File: src/rtl/float2int_pipe_if.sv
`default_nettype none
// +----------------------------------------------------------------------------+
// | Module      : float2int_pipe_if                                            |
// | Description : Sample-stream bundle for the float-to-integer converter.     |
// |               Carries the float input stream, the counter clear, the       |
// |               integer output stream and the saturation counter.            |
// |                                                                            |
// |   master (producer/consumer side)     slave (float2int_pipe)               |
// |     in_valid   ->  float word valid     in_float  -> {sign, exp, man}      |
// |     clr_count  ->  clear sat_count      out_valid <- out_int/out_sat valid |
// |     out_int    <-  converted sample     out_sat   <- clipped, NaN or Inf   |
// |     sat_count  <-  saturated-sample count                                  |
// |                                                                            |
// | Revision    : 1.0  initial release                                         |
// +----------------------------------------------------------------------------+
interface float2int_pipe_if #(
  parameter int MAN   = 23,
  parameter int EXP   = 8,
  parameter int OUT_W = 23,
  parameter int CNT_W = 16
) ();

  logic                    in_valid;
  logic [MAN+EXP:0]        in_float;
  logic                    clr_count;
  logic                    out_valid;
  logic signed [OUT_W-1:0] out_int;
  logic                    out_sat;
  logic [CNT_W-1:0]        sat_count;

  modport master (
    output in_valid,
    output in_float,
    output clr_count,
    input  out_valid,
    input  out_int,
    input  out_sat,
    input  sat_count
  );

  modport slave (
    input  in_valid,
    input  in_float,
    input  clr_count,
    output out_valid,
    output out_int,
    output out_sat,
    output sat_count
  );

endinterface
`default_nettype wire

File: src/rtl/float2int_pipe.sv
`default_nettype none
// +----------------------------------------------------------------------------+
// | Module      : float2int_pipe                                               |
// | Description : Three-stage IEEE-754 float to signed integer converter with  |
// |               saturation and a sticky saturation counter. One sample per   |
// |               cycle, no backpressure, 3-cycle latency.                     |
// |                                                                            |
// |   clk        in   single clock, rising edge                                |
// |   rst_n      in   asynchronous active-low reset                            |
// |   bus        slave modport of float2int_pipe_if:                           |
// |                in_valid/in_float  -> float stream {sign, exp, man}         |
// |                clr_count          -> synchronous clear of sat_count        |
// |                out_valid/out_int  <- integer stream (OUT_W bits, signed)   |
// |                out_sat            <- sample clipped, or NaN/Inf            |
// |                sat_count          <- saturated-sample count (sticky max)   |
// |                                                                            |
// |   Build option: define FLOAT2INT_ROUND_EN for round-to-nearest-even;       |
// |   otherwise the magnitude is truncated toward zero.                        |
// |                                                                            |
// | Revision    : 1.0  initial release                                         |
// +----------------------------------------------------------------------------+
module float2int_pipe #(
  parameter int MAN   = 23,   // mantissa width
  parameter int EXP   = 8,    // exponent width
  parameter int OUT_W = 23,   // output width, 2 <= OUT_W <= MAN+1
  parameter int CNT_W = 16    // saturation counter width
) (
  input wire              clk,
  input wire              rst_n,
  float2int_pipe_if.slave bus
);

  localparam int             c_bias = (1 << (EXP - 1)) - 1;
  localparam logic [OUT_W:0] c_half = (OUT_W + 1)'(1) << (OUT_W - 1);
  localparam logic [OUT_W-1:0] c_max = {1'b0, {(OUT_W - 1){1'b1}}};
  localparam logic [OUT_W-1:0] c_min = {1'b1, {(OUT_W - 1){1'b0}}};
  localparam logic [MAN:0]   c_sig_one  = (MAN + 1)'(1);
  localparam logic [MAN:0]   c_sig_ones = {(MAN + 1){1'b1}};

  // --------------------------------------------------------------------------
  // Valid shift register: one bit per stage
  // --------------------------------------------------------------------------
  logic [2:0] r_vld;

  always_ff @(posedge clk or negedge rst_n) begin
    if (!rst_n) begin
      r_vld <= 3'b000;
    end else begin
      r_vld <= {r_vld[1:0], bus.in_valid};
    end
  end

  // --------------------------------------------------------------------------
  // Stage 1: unpack and classify
  // --------------------------------------------------------------------------
  logic           w_exp_zero;
  logic           w_exp_ones;
  logic           w_man_zero;

  logic           r1_sign;
  logic [EXP-1:0] r1_exp;
  logic [MAN:0]   r1_sig;     // {hidden, man}
  logic           r1_zero;    // zero or denormal (flushed)
  logic           r1_inf;
  logic           r1_nan;

  assign w_exp_zero = (bus.in_float[MAN+EXP-1:MAN] == '0);
  assign w_exp_ones = (&bus.in_float[MAN+EXP-1:MAN]);
  assign w_man_zero = (bus.in_float[MAN-1:0] == '0);

  always_ff @(posedge clk or negedge rst_n) begin
    if (!rst_n) begin
      r1_sign <= 1'b0;
      r1_exp  <= '0;
      r1_sig  <= '0;
      r1_zero <= 1'b0;
      r1_inf  <= 1'b0;
      r1_nan  <= 1'b0;
    end else if (bus.in_valid) begin
      r1_sign <= bus.in_float[MAN+EXP];
      r1_exp  <= bus.in_float[MAN+EXP-1:MAN];
      r1_sig  <= {~w_exp_zero, bus.in_float[MAN-1:0]};
      r1_zero <= w_exp_zero;
      r1_inf  <= w_exp_ones & w_man_zero;
      r1_nan  <= w_exp_ones & ~w_man_zero;
    end
  end

  // --------------------------------------------------------------------------
  // Stage 2: align and round
  // --------------------------------------------------------------------------
  logic signed [31:0] w_e;          // unbiased exponent
  logic [31:0]        w_shift;      // right shift that leaves the integer part
  logic               w_in_range;   // integer part fits in OUT_W magnitude bits
  logic               w_big;        // integer part needs more than OUT_W bits
  logic [OUT_W-1:0]   w_mag_trunc;
  logic               w_round_up;
  logic [OUT_W:0]     w_mag_rnd;
  logic               w_ovf;
  logic               w_at_half;

  logic                 r2_sign;
  logic [OUT_W-2:0]     r2_mag;
  logic                 r2_ovf;
  logic                 r2_at_half;
  logic                 r2_inf;
  logic                 r2_nan;

  assign w_e        = $signed({{(32 - EXP){1'b0}}, r1_exp}) - c_bias;
  assign w_shift    = $unsigned(MAN - w_e);
  // Range runs to OUT_W-1 inclusive so that a magnitude of exactly
  // 2^(OUT_W-1) is still visible to stage 3, where the negative case is legal.
  assign w_in_range = !r1_zero && (w_e >= 0) && (w_e <= OUT_W - 1);
  assign w_big      = !r1_zero && (w_e > OUT_W - 1);

  assign w_mag_trunc = w_in_range ? OUT_W'(r1_sig >> w_shift) : '0;

`ifdef FLOAT2INT_ROUND_EN
  logic w_guard;
  logic w_sticky;

  always_comb begin
    w_guard  = 1'b0;
    w_sticky = 1'b0;
    if (!r1_zero && (w_e == -1)) begin
      // 0.5 <= |x| < 1: the hidden bit itself is the guard bit
      w_guard  = r1_sig[MAN];
      w_sticky = |r1_sig[MAN-1:0];
    end else if (w_in_range && (w_shift != 0)) begin
      w_guard  = |(r1_sig & (c_sig_one << (w_shift - 1)));
      w_sticky = |(r1_sig & ~(c_sig_ones << (w_shift - 1)));
    end
  end

  // Nearest, ties to even
  assign w_round_up = w_guard & (w_sticky | w_mag_trunc[0]);
`else
  assign w_round_up = 1'b0;
`endif

  assign w_mag_rnd = {1'b0, w_mag_trunc} + (OUT_W + 1)'(w_round_up);
  assign w_ovf     = w_big || (w_mag_rnd >= c_half);
  assign w_at_half = !w_big && (w_mag_rnd == c_half);

  always_ff @(posedge clk or negedge rst_n) begin
    if (!rst_n) begin
      r2_sign    <= 1'b0;
      r2_mag     <= '0;
      r2_ovf     <= 1'b0;
      r2_at_half <= 1'b0;
      r2_inf     <= 1'b0;
      r2_nan     <= 1'b0;
    end else if (r_vld[0]) begin
      r2_sign    <= r1_sign;
      r2_mag     <= w_mag_rnd[OUT_W-2:0];
      r2_ovf     <= w_ovf;
      r2_at_half <= w_at_half;
      r2_inf     <= r1_inf;
      r2_nan     <= r1_nan;
    end
  end

  // --------------------------------------------------------------------------
  // Stage 3: apply sign and saturate
  // --------------------------------------------------------------------------
  logic [OUT_W-1:0] w_int_nxt;
  logic             w_sat_nxt;

  logic [OUT_W-1:0] r_out_int;
  logic             r_out_sat;

  always_comb begin
    w_int_nxt = '0;
    w_sat_nxt = 1'b0;
    if (r2_nan) begin
      w_int_nxt = '0;
      w_sat_nxt = 1'b1;
    end else if (r2_inf || r2_ovf) begin
      if (r2_sign && r2_at_half && !r2_inf) begin
        // -2^(OUT_W-1) is the one out-of-range magnitude that fits
        w_int_nxt = c_min;
        w_sat_nxt = 1'b0;
      end else begin
        w_int_nxt = r2_sign ? c_min : c_max;
        w_sat_nxt = 1'b1;
      end
    end else begin
      w_int_nxt = r2_sign ? -{1'b0, r2_mag} : {1'b0, r2_mag};
      w_sat_nxt = 1'b0;
    end
  end

  always_ff @(posedge clk or negedge rst_n) begin
    if (!rst_n) begin
      r_out_int <= '0;
      r_out_sat <= 1'b0;
    end else if (r_vld[1]) begin
      r_out_int <= w_int_nxt;
      r_out_sat <= w_sat_nxt;
    end
  end

  // --------------------------------------------------------------------------
  // Saturation counter: counts registered saturated outputs, sticks at max,
  // clear has priority over increment.
  // --------------------------------------------------------------------------
  logic [CNT_W-1:0] r_sat_count;

  always_ff @(posedge clk or negedge rst_n) begin
    if (!rst_n) begin
      r_sat_count <= '0;
    end else if (bus.clr_count) begin
      r_sat_count <= '0;
    end else if (r_vld[2] && r_out_sat && !(&r_sat_count)) begin
      r_sat_count <= r_sat_count + 1'b1;
    end
  end

  assign bus.out_valid = r_vld[2];
  assign bus.out_int   = r_out_int;
  assign bus.out_sat   = r_out_sat;
  assign bus.sat_count = r_sat_count;

endmodule
`default_nettype wire

File: src/flat_wrapper.sv
// flat-port wrapper written by rule: the top's interface ports become plain ports
module float2int_pipe_flat 
#(
  parameter int MAN   = 23,                    
  parameter int EXP   = 8,                     
  parameter int OUT_W = 23,                                       
  parameter int CNT_W = 16                               
)
  (clk, rst_n, bus_in_valid, bus_in_float, bus_clr_count, bus_out_valid, bus_out_int, bus_out_sat, bus_sat_count);
  float2int_pipe_if #(.MAN(MAN), .EXP(EXP), .OUT_W(OUT_W), .CNT_W(CNT_W)) bus_i ();
  input wire clk;
  input wire rst_n;
  input wire logic [$bits(bus_i.in_valid)-1:0] bus_in_valid;
  input wire logic [$bits(bus_i.in_float)-1:0] bus_in_float;
  input wire logic [$bits(bus_i.clr_count)-1:0] bus_clr_count;
  output wire logic [$bits(bus_i.out_valid)-1:0] bus_out_valid;
  output wire logic [$bits(bus_i.out_int)-1:0] bus_out_int;
  output wire logic [$bits(bus_i.out_sat)-1:0] bus_out_sat;
  output wire logic [$bits(bus_i.sat_count)-1:0] bus_sat_count;
  assign bus_i.in_valid = bus_in_valid;
  assign bus_i.in_float = bus_in_float;
  assign bus_i.clr_count = bus_clr_count;
  assign bus_out_valid = bus_i.out_valid;
  assign bus_out_int = bus_i.out_int;
  assign bus_out_sat = bus_i.out_sat;
  assign bus_sat_count = bus_i.sat_count;
  float2int_pipe #(.MAN(MAN), .EXP(EXP), .OUT_W(OUT_W), .CNT_W(CNT_W)) u_core (.clk(clk), .rst_n(rst_n), .bus(bus_i));
endmodule
File: config.mk
export PLATFORM = sky130hd
export DESIGN_NAME = float2int_pipe_flat
export DESIGN_NICKNAME = d
export VERILOG_FILES = /design/src/rtl/float2int_pipe_if.sv /design/src/rtl/float2int_pipe.sv /design/src/flat_wrapper.sv
export SDC_FILE = /design/constraint.sdc
export NUM_CORES = 1
export LEC_CHECK = 0
export ABC_CLOCK_PERIOD_IN_PS = 10300
export BUFFER_PORTS_ARGS = -buffer_cell sky130_fd_sc_hd__buf_4
export CORE_AREA = 2 2 128 130
export DETAILED_ROUTE_END_ITERATION = 10
export DIE_AREA = 0 0 130 132
export GPL_ROUTABILITY_DRIVEN = 0
export PLACE_DENSITY = 0.72
export SETUP_SLACK_MARGIN = 0.05
export SYNTH_ARGS = -nofsm -noshare
export SYNTH_HDL_FRONTEND = slang
export SYNTH_SLANG_ARGS = --single-unit
File: constraint.sdc
create_clock -name clk -period 10.3 [get_ports clk]
set_clock_uncertainty 0.2 [all_clocks]
set_input_delay 2.06 -clock clk [delete_from_list [all_inputs] [get_ports clk]]
set_output_delay 2.06 -clock clk [all_outputs]
set_load 0.05 [all_outputs]
# Word level (Yosys, flattened, before mapping)
# Cells that the tools add are included.
word_totals:
  regBits: 106
  out_inout_bits: 41
  word_cells: 60
classes:
  addsub: 4
  n_lt_le_gt_ge: 4
  n_eq_ne: 1
  shifts: 1
  mux: 11
  bitwise_logic: 4
  n_reduce_logical: 19
op_table:
  columns: ["op", "n"]
  rows:
  - ["$mux 23", 6]
  - ["$ge 32x1->1 const B", 1]
  - ["$gt 32x6->1 const B", 1]
  - ["$le 32x6->1 const B", 1]
  - ["$mux 16", 2]
  - ["$shr 24x32->23", 1]
  - ["$sub 6x32->32 const A", 1]
  - ["$eq 23x23->1 const B", 1]
  - ["$ge 23x23->1 const B", 1]
  - ["$logic_not 23->1", 1]
  - ["$neg 22->23", 1]
  - ["$add 16x1->16 const B", 1]
  - ["$reduce_and 16->1", 1]
  - ["$sub 8x7->9 const B", 1]
  - ["$logic_and 1x1->1", 8]
  - ["$logic_not 8->1", 1]
  - ["$reduce_and 8->1", 1]
  - ["$logic_not 1->1", 4]
  - ["$mux 1", 3]
  - ["$and 1x1->1", 2]
  - ["$logic_or 1x1->1", 2]
  - ["$not 1->1", 2]
  - ["$reduce_bool 2->1", 1]

# Longest topological paths before layout
depth:
  depth_word: 7
  depth_mapped: 16

# Worst setup path after synthesis
# Ideal clock, no wire load.
synth_path:
  path_type: "register -> register"
  startpoint: "register u_core.r1_exp[0]"
  endpoint: "register u_core.r2_at_half"
  arrival_time_ps: 3421
  required_time_ps: 10022
  path_slack_ps: 6602
  stages_incl_launch_ff: 14
  period_less_slack_ps: 3698
  cell_sequence: "dfrtp_1 -> ha_1 -> buf_6 -> nand3_1 -> o31ai_1 -> ha_1 -> and4b_1 -> nand3_1 -> and3b_1 -> mux2_2 -> o2111ai_1 -> nand4_1 -> or4_1 -> o2bb2ai_1"
synth_between:
  elab_chain_cells: 7
synth_lines:
  columns: ["item", "line_no", "text"]
  rows:
  - ["from (decl)", "float2int_pipe.sv:61", "logic [EXP-1:0] r1_exp;"]
  - ["from (signal assigned)", "float2int_pipe.sv:81", "r1_exp <= bus.in_float[MAN+EXP-1:MAN];"]
  - ["$sub 8x7->9 (*)", "float2int_pipe.sv:109", "assign w_e = $signed({{(32 - EXP){1'b0}}, r1_exp}) - c_bias;"]
  - ["branches (longest 5 deep; another with $sub 6x32->32)", null, null]
  - ["$logic_and 1x1->1 (*)", "float2int_pipe.sv:143", "assign w_at_half = !w_big && (w_mag_rnd == c_half);"]
  - ["to (signal assigned)", "float2int_pipe.sv:157", "r2_at_half <= w_at_half;"]
  - ["to (decl)", "float2int_pipe.sv:105", "logic r2_at_half;"]
# Mark *: on every way between the ends.
# A chain may end at the register's enable or synchronous reset.

# Worst setup path after layout
layout_path:
  startpoint: "register u_core.r1_exp[0]"
  endpoint: "register u_core.r2_mag[21]"
layout_between:
  elab_chain_cells: 5
layout_lines:
  columns: ["item", "line_no", "text"]
  rows:
  - ["$sub 8x7->9 (*)", "float2int_pipe.sv:109", null]
  - ["branches (longest 3 deep; another with $sub 6x32->32)", null, null]
  - ["$mux 23 (*)", "float2int_pipe.sv:116", "assign w_mag_trunc = w_in_range ? OUT_W'(r1_sig >> w_shift) : '0;"]
  - ["to (signal assigned)", "float2int_pipe.sv:155", "r2_mag <= w_mag_rnd[OUT_W-2:0];"]
  - ["to (decl)", "float2int_pipe.sv:103", "logic [OUT_W-2:0] r2_mag;"]
# Marks and branches as above.

==> impl_metrics.ini <==
[run_status]
outcome = finished clean

[clock_tree]
clockBufferDepth = 2
post_cts_buffers = 0
clock-root-buffer = clkbuf_16
cts_buffers = 9
cts.sinks = 106
insertion_delay_ns = 0.35
cts_tree = built
ctsResizeCount = 0
cts_max_level = 3
holdBufCountCts = 0
path_clk_slew_ns = 0.07

[setup_path]
cpLargestDelayFamily = simple AND/OR/NAND/NOR gates
crit_arrival_ns = 5.46
worstSetupPathType = reg2reg
reg2reg_depth = 10
start_kind = flop
timing.rr.start = u_core.r1_exp[0]$_DFFE_PN0P_
crit_top_cell = nand3_1
path_cells = ha_1 > nand3_1 > o31ai_1 > ha_1 > nor4b_1 > nand3_1 > nor3b_1 > and3_1 > nand3_1 > o2bb2ai_1
crit_buf_inv = 0
cp_max_fo = 34
worst_path_max_delay_cell = dfrtp_1
cp_slowest_stage_delay_ns = 1.18
regToRegEndpoint = u_core.r2_mag[21]$_DFFE_PN0P_
r2r_slack_ns = 4.92
endpoint_kind = flop
cp.required_ns = 10.38

[cells_and_area]
antenna_cells = 0
finalNonFillerCells = 919
layout-drive-gt1-share_pct = 22.2
num-fill-cells = 1494
final_nets = 746
area_growth_pct = 15.2

[synthesis]
avgSynthCellArea_um2 = 10.1
synth_fa_ha_area_share_pct = 2.10
synth_ff_type = dfrtp_1
synth.area.mux_share_pct = 18.3
synthXorXnorAreaFrac_pct = 5.88
ys_warn_count = 0
synth.distinct_cells = 64
synth-async-reset-ratio_pct = 100
ys_ff_latch = 106
syn_inst = 647
yosysSeqAreaShare_pct = 40.5
syn-cell-area_mm2 = 0.00656
synth_compound_area_share_pct = 13.0
synth_top_family_by_area = multiplexers
synth-edff-count = 0
syn_nets = 694
yosys.area_share.simple_pct = 14.7

[run]
cap_violations = 0

[floorplan]
start_util_pct = 41.7
core_mm2 = 0.0157
io_pins = 77
die_area_mm2 = 0.0172
fp.dieW_um = 130
die_y_um = 132
fp-row-count = 46

[timing]
rsz0062_at_grt = false
slew_viol_final = 0
worst_pin_slew_ns = 1.24
final.period_utilization_pct = 52.3
setup_tns_ns = 0
finalSetupViolations = 0
hold_viol_final = 0
fin_crit_ns = 5.38
fmax_mhz = 186
timing.slew.headroom_pct = 17.1

[power]
pwr-share-comb_pct = 29.7
p_clk_share_pct = 31.5
swShare_pct = 33.6
cellLeakagePower_nw = 3.27
p_sw_w = 0.000422
ir_drop_v = 0.000138
pwr-share-seq_pct = 38.8
p_per_area_mw_per_mm2 = 166
p_int_w = 0.000834

[grt]
track_usage_pct = 17.4
grt_pass1_wl_um = 24200
grt_max_degree = 73
antenna_found_initial = 0
grt_overflow = 0
grt_pass1_vias = 4748

[drt]
drtIter0Drc = 334
routed_wl_um = 14500
drt_pre_antenna_iters = 5
num_vias = 5079
ant_nets = 0
post_drt_wl_per_cell_um = 15.7
vias_per_cell = 5.53
drc_errors = 0

[place]
place_inst = 904
port_buffers = 76
dpl.hpwl_um = 10500

[worst_hold_path]
min-delay-start = u_core.r1_sign$_DFFE_PN0P_
worstHoldEndpoint = u_core.r1_sign$_DFFE_PN0P_
hold_depth = 1
min_path_type = reg2reg
==> how the worst max path moves through the flow <==
stage	cells past startpoint	end	from
6_report	10	u_core.r2_mag[21]$_DFFE_PN0P_	u_core.r1_exp[0]$_DFFE_PN0P_
5_1_grt	10	u_core.r2_mag[21]$_DFFE_PN0P_	u_core.r1_exp[0]$_DFFE_PN0P_
4_1_cts	10	u_core.r2_mag[21]$_DFFE_PN0P_	u_core.r1_exp[0]$_DFFE_PN0P_
3_5_place_dp	10	u_core.r2_mag[21]$_DFFE_PN0P_	u_core.r1_exp[0]$_DFFE_PN0P_
3_3_place_gp	10	u_core.r2_at_half$_DFFE_PN0P_	u_core.r1_exp[0]$_DFFE_PN0P_
2_1_floorplan	13	u_core.r2_at_half$_DFFE_PN0P_	u_core.r1_exp[0]$_DFFE_PN0P_
==> cells by family after synthesis <==
| group | count (synthesis) |
|---|---|
| compound gates | 137 |
| xor+xnor | 41 |
| fa+ha+maj | 11 |
| buf+inv | 82 |
| flops | 106 |
| mux | 86 |
| simple gates | 184 |
==> layout by cell type (no fill, tap or decap), drive strengths merged, types with 4 or more instances in the layout <==
cell type / instances
dfrtp: 106
buf: 79
o21ai: 73
nand2: 47
inv: 46
mux2: 36
nor2: 33
mux2i: 28
xnor2: 26
nand3: 24
mux4: 22
xor2: 15
nand4: 14
a21oi: 12
ha: 11
clkbuf: 10
nand2b: 9
o2bb2ai: 9
nor3: 8
nor4: 7
and4: 6
o22ai: 6
o31ai: 6
and2: 6
or3: 6
and3: 5
o2111ai: 5
nor3b: 4
a211oi: 4
==> cell type report <==
| class | count | area (µm²) | share of cell area [%] |
|---|---|---|---|
| clock buffer | 10 | 229 | 3.03 |
| tap | 216 | 270 | 3.58 |
| inverter | 44 | 165 | 2.19 |
| sequential | 106 | 2650 | 35.1 |
| timing repair buffer | 79 | 593 | 7.85 |
| multi-input combinational | 459 | 3540 | 46.8 |
| clock inverter | 5 | 110 | 1.46 |
==> Yosys cell counts, drive strengths merged (7+ instances only) <==
cell     number  area (µm²)
o2bb2ai       9        78.8
o21ai        73         365
nand4        14        87.6
nand3        24         120
nand2b        9        56.3
inv          44         165
nor4          7        50.1
ha           11         138
xor2         15         150
nor2         33         124
buf          14         114
dfrtp       106        2650
nor3          8        40.0
mux4         22         499
clkbuf       24        90.1
nand2        47         176
mux2i        28         293
a21oi        12        60.1
mux2         36         405
xnor2        26         235
==> metrics by stage <==
step	hold slack, ns	setup slack, ns	utilization (%)	cell area [µm²]	power (W)
2_1_floorplan	0.152	6.60	-	6560	0.000771
3_3_place_gp	0.294	5.23	45.9	7220	0.000860
3_5_place_dp	0.297	5.01	45.9	7220	0.000864
4_1_cts	0.314	4.97	48.1	7560	0.00127
5_1_grt	0.334	4.45	48.1	7560	0.00131
6_report	0.304	4.92	48.1	7560	0.00126
==> power by group through the flow <==
| stage | clock network, W | registers (W) | logic (W) |
|---|---|---|---|
| after CTS | 0.000408 | 0.000486 | 0.000371 |
| after global placement | 0 | 0.000493 | 0.000367 |
| final | 0.000395 | 0.000487 | 0.000373 |
| after floorplan | 0 | 0.000539 | 0.000232 |
| after detailed placement | 0 | 0.000495 | 0.000369 |
| after global routing | 0.000420 | 0.000493 | 0.000403 |
==> per-layer routing <==
metal	track usage, %	share of wire (%)	vias up
li1	-	-	2469
met1	26.3	50	2412
met2	24.9	43	181
met3	4.06	6.0	17
met4	4.96	1.5	0
met5	0	0	-
==> state kept, by name, indices dropped and copies added, names as in the netlist <==
name and cells:
u_core.r1_sig 24, u_core.bus.out_int 23, u_core.r2_mag 22, u_core.bus.sat_count 16
u_core.r1_exp 8, u_core.r_vld 3, u_core.bus.out_sat 1, u_core.r1_inf 1
u_core.r1_nan 1, u_core.r1_sign 1, u_core.r1_zero 1, u_core.r2_at_half 1
u_core.r2_inf 1, u_core.r2_nan 1, u_core.r2_ovf 1, u_core.r2_sign 1
Power figures use the tool's default switching activity.
